$ cat config.mk
export PLATFORM = sky130hd
export DESIGN_NAME = spi_aes_frame_slave_flat
export DESIGN_NICKNAME = d
export VERILOG_FILES = /design/src/rtl/spi_aes_frame_slave_pkg.sv /design/src/rtl/spi_aes_frame_slave_if.sv /design/src/rtl/spi_aes_frame_slave_shifter.sv /design/src/rtl/spi_aes_frame_slave.sv /design/src/flat_wrapper.sv
export SDC_FILE = /design/constraint.sdc
export NUM_CORES = 1
export LEC_CHECK = 0
export CORE_MARGIN = 10
export CORE_UTILIZATION = 32
export DETAILED_ROUTE_END_ITERATION = 10
export PLACE_DENSITY = 0.6
export SKIP_LAST_GASP = 1
export SLEW_MARGIN = 5
export SYNTH_ARGS = -nofsm -noshare
export SYNTH_HDL_FRONTEND = slang
export SYNTH_SLANG_ARGS = --single-unit
$ cat constraint.sdc
create_clock -name clock -period 3.41 [get_ports clock]
set_input_delay 0.341 -clock clock [delete_from_list [all_inputs] [get_ports clock]]
set_output_delay 0.341 -clock clock [all_outputs]
set_load 0.01 [all_outputs]
$ cat src/rtl/spi_aes_frame_slave_pkg.sv
`default_nettype none
// ============================================================================
// Package     : aes_spi_pkg
// Description : Shared definitions for the SPI-style AES frame slave.
//               Contents: the frame-width function, the controller state
//               encoding, the legal-Nk check and the start-bit value.
// Revision    : 1.0 - initial release
// ============================================================================
package aes_spi_pkg;

    // The level driven on miso for one cycle ahead of every response frame.
    localparam logic c_START_BIT = 1'b1;

    // The bit counter must hold values up to the widest frame (Nk=8, 384).
    localparam int c_CNT_W = 9;

    typedef enum logic [2:0] {
        ST_IDLE      = 3'd0,
        ST_RX        = 3'd1,
        ST_CORE_REQ  = 3'd2,
        ST_CORE_WAIT = 3'd3,
        ST_TX_START  = 3'd4,
        ST_TX        = 3'd5
    } state_t;

    // Frame width is one 128-bit block followed by the key.
    function automatic int frame_width(input int nk);
        return 128 + 32 * nk;
    endfunction

    // AES only defines 128-, 192- and 256-bit keys.
    function automatic bit nk_is_legal(input int nk);
        return (nk == 4) || (nk == 6) || (nk == 8);
    endfunction

endpackage
`default_nettype wire

$ cat src/rtl/spi_aes_frame_slave_if.sv
`default_nettype none
// ============================================================================
// Interface   : spi_aes_frame_slave_if
// Description : Serial link and AES-core handshake bundle of the frame slave.
//               Serial side : ss, start, mosi (in)  / miso (out)
//               Core request: core_valid, core_data, core_key (out) /
//                             core_ready (in)
//               Core result : res_valid, res_data (in) / res_ready (out)
//               Status      : busy, done, frame_err (out)
//               The slave modport is the frame-slave view; the master modport
//               is the view of the serial master and AES core together.
// Revision    : 1.0 - initial release
// ============================================================================
interface spi_aes_frame_slave_if #(
    parameter int Nk = 4
) ();
    logic              ss;
    logic              start;
    logic              mosi;
    logic              miso;
    logic              core_valid;
    logic              core_ready;
    logic [127:0]      core_data;
    logic [32*Nk-1:0]  core_key;
    logic              res_valid;
    logic              res_ready;
    logic [127:0]      res_data;
    logic              busy;
    logic              done;
    logic              frame_err;

    modport slave (
        input  ss, start, mosi, core_ready, res_valid, res_data,
        output miso, core_valid, core_data, core_key, res_ready,
               busy, done, frame_err
    );

    modport master (
        output ss, start, mosi, core_ready, res_valid, res_data,
        input  miso, core_valid, core_data, core_key, res_ready,
               busy, done, frame_err
    );
endinterface
`default_nettype wire

$ cat src/rtl/spi_aes_frame_slave_shifter.sv
`default_nettype none
// ============================================================================
// Module      : spi_frame_shifter
// Description : W-bit shift register with parallel load, shifting toward the
//               MSB so bit W-1 is the first bit in and the first bit out.
//               Ports: clock, reset (async, active-low), load + load_data
//               (parallel load, wins over shift), shift_en + shift_in
//               (serial entry at bit 0), q (register contents).
// Revision    : 1.0 - initial release
// ============================================================================
module spi_frame_shifter #(
    parameter int W = 256
) (
    input  logic         clock,
    input  logic         reset,
    input  logic         load,
    input  logic [W-1:0] load_data,
    input  logic         shift_en,
    input  logic         shift_in,
    output logic [W-1:0] q
);
    logic [W-1:0] r_q;

    always_ff @(posedge clock or negedge reset) begin
        if (!reset) begin
            r_q <= '0;
        end else if (load) begin
            r_q <= load_data;
        end else if (shift_en) begin
            r_q <= {r_q[W-2:0], shift_in};
        end
    end

    assign q = r_q;
endmodule
`default_nettype wire

$ cat src/rtl/spi_aes_frame_slave.sv
`default_nettype none
// ============================================================================
// Module      : spi_aes_frame_slave
// Description : Bit-per-clock serial slave in front of one AES unit. Receives
//               a {block, key} frame MSB first, offers it to the core over a
//               valid/ready handshake, then returns a start bit followed by
//               {result, key} MSB first on miso.
//               Ports: clock, reset (async, active-low), bus (slave modport of
//               spi_aes_frame_slave_if carrying the serial, core and status
//               signals).
// Revision    : 1.0 - initial release
// ============================================================================
module spi_aes_frame_slave
    import aes_spi_pkg::*;
#(
    parameter int Nk = 4
) (
    input  logic                  clock,
    input  logic                  reset,
    spi_aes_frame_slave_if.slave  bus
);
    localparam int W  = frame_width(Nk);
    localparam int KW = 32 * Nk;

    // RX finishes when W bits are in; TX counts from 0 after emitting the MSB
    // on entry, so its final compare is one lower.
    localparam logic [c_CNT_W-1:0] c_RX_LAST = c_CNT_W'(W);
    localparam logic [c_CNT_W-1:0] c_TX_LAST = c_CNT_W'(W - 1);

    if (!nk_is_legal(Nk)) begin : g_bad_nk
        $error("spi_aes_frame_slave: Nk must be 4, 6 or 8");
    end

    state_t               r_state;
    logic [c_CNT_W-1:0]   r_cnt;
    logic                 r_miso;
    logic                 r_core_valid;
    logic                 r_res_ready;
    logic                 r_busy;
    logic                 r_done;
    logic                 r_frame_err;

    logic [W-1:0]         w_rx_q;
    logic [W-1:0]         w_tx_q;
    logic                 w_rx_shift;
    logic                 w_tx_load;
    logic                 w_tx_shift;
    logic                 w_unused_tx;

    // Shift-enables mirror the FSM transitions below: nothing moves on the
    // cycle that aborts a frame or on the cycle that closes it.
    assign w_rx_shift = !bus.ss &&
                        (((r_state == ST_IDLE) && bus.start) ||
                         ((r_state == ST_RX) && (r_cnt != c_RX_LAST)));
    assign w_tx_load  = (r_state == ST_CORE_WAIT) && r_res_ready && bus.res_valid;
    assign w_tx_shift = !bus.ss &&
                        ((r_state == ST_TX_START) ||
                         ((r_state == ST_TX) && (r_cnt != c_TX_LAST)));

    spi_frame_shifter #(.W(W)) u_rx_shifter (
        .clock     (clock),
        .reset     (reset),
        .load      (1'b0),
        .load_data ('0),
        .shift_en  (w_rx_shift),
        .shift_in  (bus.mosi),
        .q         (w_rx_q)
    );

    spi_frame_shifter #(.W(W)) u_tx_shifter (
        .clock     (clock),
        .reset     (reset),
        .load      (w_tx_load),
        .load_data ({bus.res_data, w_rx_q[KW-1:0]}),
        .shift_en  (w_tx_shift),
        .shift_in  (1'b0),
        .q         (w_tx_q)
    );

    // Only the MSB of the transmit register is ever observed.
    assign w_unused_tx = ^w_tx_q[W-2:0];

    always_ff @(posedge clock or negedge reset) begin
        if (!reset) begin
            r_state      <= ST_IDLE;
            r_cnt        <= '0;
            r_miso       <= 1'b0;
            r_core_valid <= 1'b0;
            r_res_ready  <= 1'b0;
            r_busy       <= 1'b0;
            r_done       <= 1'b0;
            r_frame_err  <= 1'b0;
        end else begin
            r_done      <= 1'b0;
            r_frame_err <= 1'b0;
            case (r_state)
                ST_IDLE: begin
                    if (bus.start && !bus.ss) begin
                        r_state <= ST_RX;
                        r_cnt   <= c_CNT_W'(1);
                        r_busy  <= 1'b1;
                    end
                end
                ST_RX: begin
                    if (bus.ss) begin
                        r_state     <= ST_IDLE;
                        r_cnt       <= '0;
                        r_busy      <= 1'b0;
                        r_frame_err <= 1'b1;
                    end else if (r_cnt == c_RX_LAST) begin
                        r_state      <= ST_CORE_REQ;
                        r_core_valid <= 1'b1;
                    end else begin
                        r_cnt <= r_cnt + c_CNT_W'(1);
                    end
                end
                // The core transaction runs to completion regardless of ss.
                ST_CORE_REQ: begin
                    if (r_core_valid && bus.core_ready) begin
                        r_state      <= ST_CORE_WAIT;
                        r_core_valid <= 1'b0;
                        r_res_ready  <= 1'b1;
                    end
                end
                ST_CORE_WAIT: begin
                    if (r_res_ready && bus.res_valid) begin
                        r_state     <= ST_TX_START;
                        r_res_ready <= 1'b0;
                        r_miso      <= c_START_BIT;
                        r_cnt       <= '0;
                    end
                end
                ST_TX_START: begin
                    if (bus.ss) begin
                        r_state     <= ST_IDLE;
                        r_miso      <= 1'b0;
                        r_busy      <= 1'b0;
                        r_frame_err <= 1'b1;
                    end else begin
                        r_state <= ST_TX;
                        r_miso  <= w_tx_q[W-1];
                        r_cnt   <= '0;
                    end
                end
                ST_TX: begin
                    if (bus.ss) begin
                        r_state     <= ST_IDLE;
                        r_cnt       <= '0;
                        r_miso      <= 1'b0;
                        r_busy      <= 1'b0;
                        r_frame_err <= 1'b1;
                    end else if (r_cnt == c_TX_LAST) begin
                        r_state <= ST_IDLE;
                        r_cnt   <= '0;
                        r_miso  <= 1'b0;
                        r_busy  <= 1'b0;
                        r_done  <= 1'b1;
                    end else begin
                        r_miso <= w_tx_q[W-1];
                        r_cnt  <= r_cnt + c_CNT_W'(1);
                    end
                end
                default: begin
                    r_state      <= ST_IDLE;
                    r_cnt        <= '0;
                    r_miso       <= 1'b0;
                    r_core_valid <= 1'b0;
                    r_res_ready  <= 1'b0;
                    r_busy       <= 1'b0;
                end
            endcase
        end
    end

    // The receive register is already registered and frozen outside RX, so it
    // drives the core request fields directly.
    assign bus.core_data  = w_rx_q[W-1:KW];
    assign bus.core_key   = w_rx_q[KW-1:0];
    assign bus.core_valid = r_core_valid;
    assign bus.res_ready  = r_res_ready;
    assign bus.miso       = r_miso;
    assign bus.busy       = r_busy;
    assign bus.done       = r_done;
    assign bus.frame_err  = r_frame_err;
endmodule
`default_nettype wire

$ cat src/flat_wrapper.sv
// flat-port wrapper written by rule: the top's interface ports become plain ports
module spi_aes_frame_slave_flat import aes_spi_pkg::*;
#(
    parameter int Nk = 4
)
  (clock, reset, bus_ss, bus_start, bus_mosi, bus_core_ready, bus_res_valid, bus_res_data, bus_miso, bus_core_valid, bus_core_data, bus_core_key, bus_res_ready, bus_busy, bus_done, bus_frame_err);
  spi_aes_frame_slave_if #(.Nk(Nk)) bus_i ();
  input  logic clock;
  input  logic reset;
  input wire logic [$bits(bus_i.ss)-1:0] bus_ss;
  input wire logic [$bits(bus_i.start)-1:0] bus_start;
  input wire logic [$bits(bus_i.mosi)-1:0] bus_mosi;
  input wire logic [$bits(bus_i.core_ready)-1:0] bus_core_ready;
  input wire logic [$bits(bus_i.res_valid)-1:0] bus_res_valid;
  input wire logic [$bits(bus_i.res_data)-1:0] bus_res_data;
  output wire logic [$bits(bus_i.miso)-1:0] bus_miso;
  output wire logic [$bits(bus_i.core_valid)-1:0] bus_core_valid;
  output wire logic [$bits(bus_i.core_data)-1:0] bus_core_data;
  output wire logic [$bits(bus_i.core_key)-1:0] bus_core_key;
  output wire logic [$bits(bus_i.res_ready)-1:0] bus_res_ready;
  output wire logic [$bits(bus_i.busy)-1:0] bus_busy;
  output wire logic [$bits(bus_i.done)-1:0] bus_done;
  output wire logic [$bits(bus_i.frame_err)-1:0] bus_frame_err;
  assign bus_i.ss = bus_ss;
  assign bus_i.start = bus_start;
  assign bus_i.mosi = bus_mosi;
  assign bus_i.core_ready = bus_core_ready;
  assign bus_i.res_valid = bus_res_valid;
  assign bus_i.res_data = bus_res_data;
  assign bus_miso = bus_i.miso;
  assign bus_core_valid = bus_i.core_valid;
  assign bus_core_data = bus_i.core_data;
  assign bus_core_key = bus_i.core_key;
  assign bus_res_ready = bus_i.res_ready;
  assign bus_busy = bus_i.busy;
  assign bus_done = bus_i.done;
  assign bus_frame_err = bus_i.frame_err;
  spi_aes_frame_slave #(.Nk(Nk)) u_core (.clock(clock), .reset(reset), .bus(bus_i));
endmodule
==> summary.txt <==
Outcome
  • Status: finished, final reports clean

CTS
  • Skew-Pair Late Insertion Delay: 0.61 ns
  • CTS tree: yes
  • CTS Sinks: 530
  • Root Buffer: clkbuf_16
  • CTS max path bufs: 3
  • Clock buffers created by TritonCTS: 59
  • Reg clk slew, reported paths: 0.06 ns
  • Number of H-tree levels: 2

GRT
  • Total congestion overflow: 0
  • Pin count of the biggest net entering global routing: 149
  • Vias in the first global route: 15.7k
  • Number of antenna violations at the first check in global routing: 1
  • Wire length of the first global-routing pass: 90100 um
  • Total routing usage reported by global routing: 13.5%

Timing
  • Least-Margin Pin Slew: 0.797 ns
  • Finish-stage setup viols: 0
  • Max Slew Vio Count: 0
  • Unrepaired setup endpoints after global routing: no
  • Final hold violation count: 0
  • Clock skew after layout: 0.0315 ns
  • Sum of negative setup slack: 0 ns
  • Maximum clock frequency: 347 MHz
  • Part of the cycle the worst path needs: 84.5%
  • Worst slew margin relative to its limit: 46.9%
  • Final critical-path setup slack: 0.529 ns
  • Post-route minimum period: 2.88 ns

Power and ir drop
  • Standby leakage power: 15.1 nW
  • Total chip power: 13.2 mW
  • Worst vdd rail ir drop: 404 uV
  • Areal power density over the cells: 450 mW/mm2

Setup path
  • Startpoint of the worst setup timing path: u_core.r_cnt[0]
  • RR Startpoint: u_core.r_cnt[0]
  • Top fanout value on the critical path: 57
  • Nature of the critical path endpoint: flip-flop
  • Destination of the worst register-to-register timing path: u_core.u_tx_shifter.q[223]
  • Flop2flop setup slack: 0.53 ns
  • Type of the worst setup path: flip-flop to flip-flop
  • Worst EP required: 3.87 ns
  • Sort of element at the start of the critical path: flip-flop
  • Data arrival time at the worst-slack endpoint: 3.34 ns
  • Length in cells of the worst reg-to-reg path: 11

Placed design
  • Count of buffers from port buffering: 396
  • Routability congestion estimate: 0.770
  • Worst setup slack before clock tree synthesis: 0.563 ns
  • Placed cell count: 3029
  • Half-perimeter wire length after detailed placement: 39300 um

Min path
  • Capture endpoint of the worst hold path: u_core.u_tx_shifter.q[197]
  • Startpoint of the lowest-slack hold path: bus_res_data[69]
  • Hold Crit Class: primary input to flip-flop
  • Worst hold path depth: 3

Drt
  • Via count: 14.6k
  • Iter 0 DRT Violations: 883
  • Routed Antenna Nets: 0
  • First drt pass iteration count: 4
  • DRC viols: 0
  • Routed Wire Length: 55900 um
  • Routed len/inst: 17.8 um
  • Avg Vias per Cell: 4.66

Floorplanning
  • Starting Density: 32.3%
  • Die Span X: 286 um
  • Die ar.: 0.0817 mm2
  • Floorplan core area: 0.0700 mm2
  • Number of placement rows: 97
  • Boundary Pins: 397
  • Height of the die: 286 um

Synth
  • Syn Inst Count: 1773
  • Post-synthesis sequential area ratio: 58.6%
  • Average cell area after synthesis: 12.8 um2
  • Number of distinct library cells after synthesis: 51
  • Most common flop cell mapped by yosys: dfrtp_1
  • Async set-reset flop share out of synthesis: 100%
  • Flip-flop and latch count after synthesis: 530
  • Number of warning messages in the yosys log: 0
  • Synthesized Nets: 1913
  • Number of synthesized flops with an enable pin: 0
  • Syn Std Cell Area: 0.0226 mm2

Job
  • # Max-Cap Violations: 0

Finish
  • Fraction of layout instances using a drive strength above 1: 9.06%
  • Count of placed standard cells in the final layout, fillers left out: 3139
  • Leading cell type in the layout, fill and taps excluded: dfrtp_1
  • Count of nets after finishing: 2291
  • Most frequent cells in the layout: dfrtp_1, clkdlybuf4s50_1, nand2_1, mux2i_1, mux2_1
  • Synth-to-layout area growth: 29.7%
  • Core utilization of the finished layout: 41.9%
==> metrics by stage <==
step,hold WS (ns),area (um2)
detailed placement,0.457,27300
floorplan,0.0454,22600
finish,0.271,29300
global route,0.260,29300
CTS,0.220,29300
global placement,0.444,27300
==> routing by layer <==
layer | track usage [%] | up-vias | share of wire [%]
met4 | 4.41 | 0 | 2.6
li1 | - | 6968 | -
met3 | 3.70 | 77 | 6.2
met2 | 23.1 | 278 | 49
met5 | 0 | - | 0
met1 | 16.1 | 7311 | 42
==> worst max path at each step <==
stage / endpoint / slack (ns) / cells after the start
global route: u_core.u_tx_shifter.q[101] / 0.26 / 11
CTS: u_core.u_tx_shifter.q[54] / 0.56 / 11
finish: u_core.u_tx_shifter.q[223] / 0.53 / 11
floorplan: u_core.u_tx_shifter.q[191] / 1.01 / 11
global placement: u_core.u_rx_shifter.q[180] / 0.56 / 6
detailed placement: u_core.u_tx_shifter.q[9] / 0.56 / 11
==> power breakdown <==
group / switching [mW] / internal, mW
logic: 0.161 / 0.154
registers: 0 / 6.29
clock network: 2.58 / 4.01
==> registers in the layout, indices dropped and copies added (netlist names) <==
name                   count
u_core.bus.busy            1
u_core.r_cnt               9
u_core.u_rx_shifter.q    256
u_core.bus.done            1
u_core.bus.res_ready       1
u_core.bus.frame_err       1
u_core.bus.miso            1
u_core.u_tx_shifter.q    256
u_core.bus.core_valid      1
u_core.r_state             3
==> kinds of logic (layout without fill, tap and decap cells) <==
family | after synthesis | count (layout) | share of synthesized area [%]
AND/OR/NAND/NOR | 301 | 301 | 5.61
buffers and inverters | 128 | 552 | 4.45
AO/OA/AOI/OAI | 295 | 295 | 6.86
flip-flops | 530 | 530 | 58.6
adder cells (fa/ha/maj) | 5 | 5 | 0.277
other | 0 | 2 | 0
multiplexers | 514 | 514 | 24.2
==> area by class of cell <==
cell class                      count  area, um2
Timing Repair Buffer              436       4460
Sequential cell                   530      13300
Clock inverter                     21        284
Antenna cell                        2       5.00
Multi-Input combinational cell   1115       8360
Clock buffer                       86       1760
Fill cell                        6588      40700
Tap cell                          940       1180
Inverter                            9       33.8
==> synth_stat cells (2+ instances only) <==
master | n | share of area (%)
o31ai_1 | 3 | 0.10
mux2i_1 | 258 | 11
o21ai_1 | 77 | 1.7
mux2_1 | 206 | 10
nor2_1 | 5 | 0.083
buf_4 | 23 | 0.76
inv_1 | 9 | 0.15
buf_2 | 33 | 0.73
ha_1 | 5 | 0.28
and2_1 | 2 | 0.055
o21ai_0 | 196 | 4.3
nand3_1 | 3 | 0.066
nor2b_1 | 2 | 0.055
dfrtp_1 | 530 | 59
buf_6 | 5 | 0.25
nand2_1 | 262 | 4.3
nor3b_1 | 3 | 0.10
buf_12 | 22 | 1.9
nor3_1 | 5 | 0.11
mux2_2 | 50 | 2.5
nand4_1 | 2 | 0.055
clkbuf_1 | 34 | 0.56
nor4b_4 | 2 | 0.21
a21oi_1 | 4 | 0.089
nand2b_1 | 2 | 0.055
nor2_2 | 2 | 0.055
and3_1 | 4 | 0.11
==> timing repair <==
action	CTS	global route
hold endpoints to repair	81	0
buffers inserted	0	0
hold buffers	1	0
setup endpoints to repair	0	0
resized for setup	0	0
==> worst max-delay path, stage by stage, from the launching register on <==
cell and delay [ns]:
dfrtp_1 0.41, ha_1 0.21, and3_1 0.26, and3_1 0.17, and3_1 0.20, ha_1 0.23, inv_1 0.11, o211ai_4 0.21
buf_4 0.21, buf_12 0.34, mux2i_1 0.24, o21ai_0 0.10
Power figures use the tool's default switching activity.
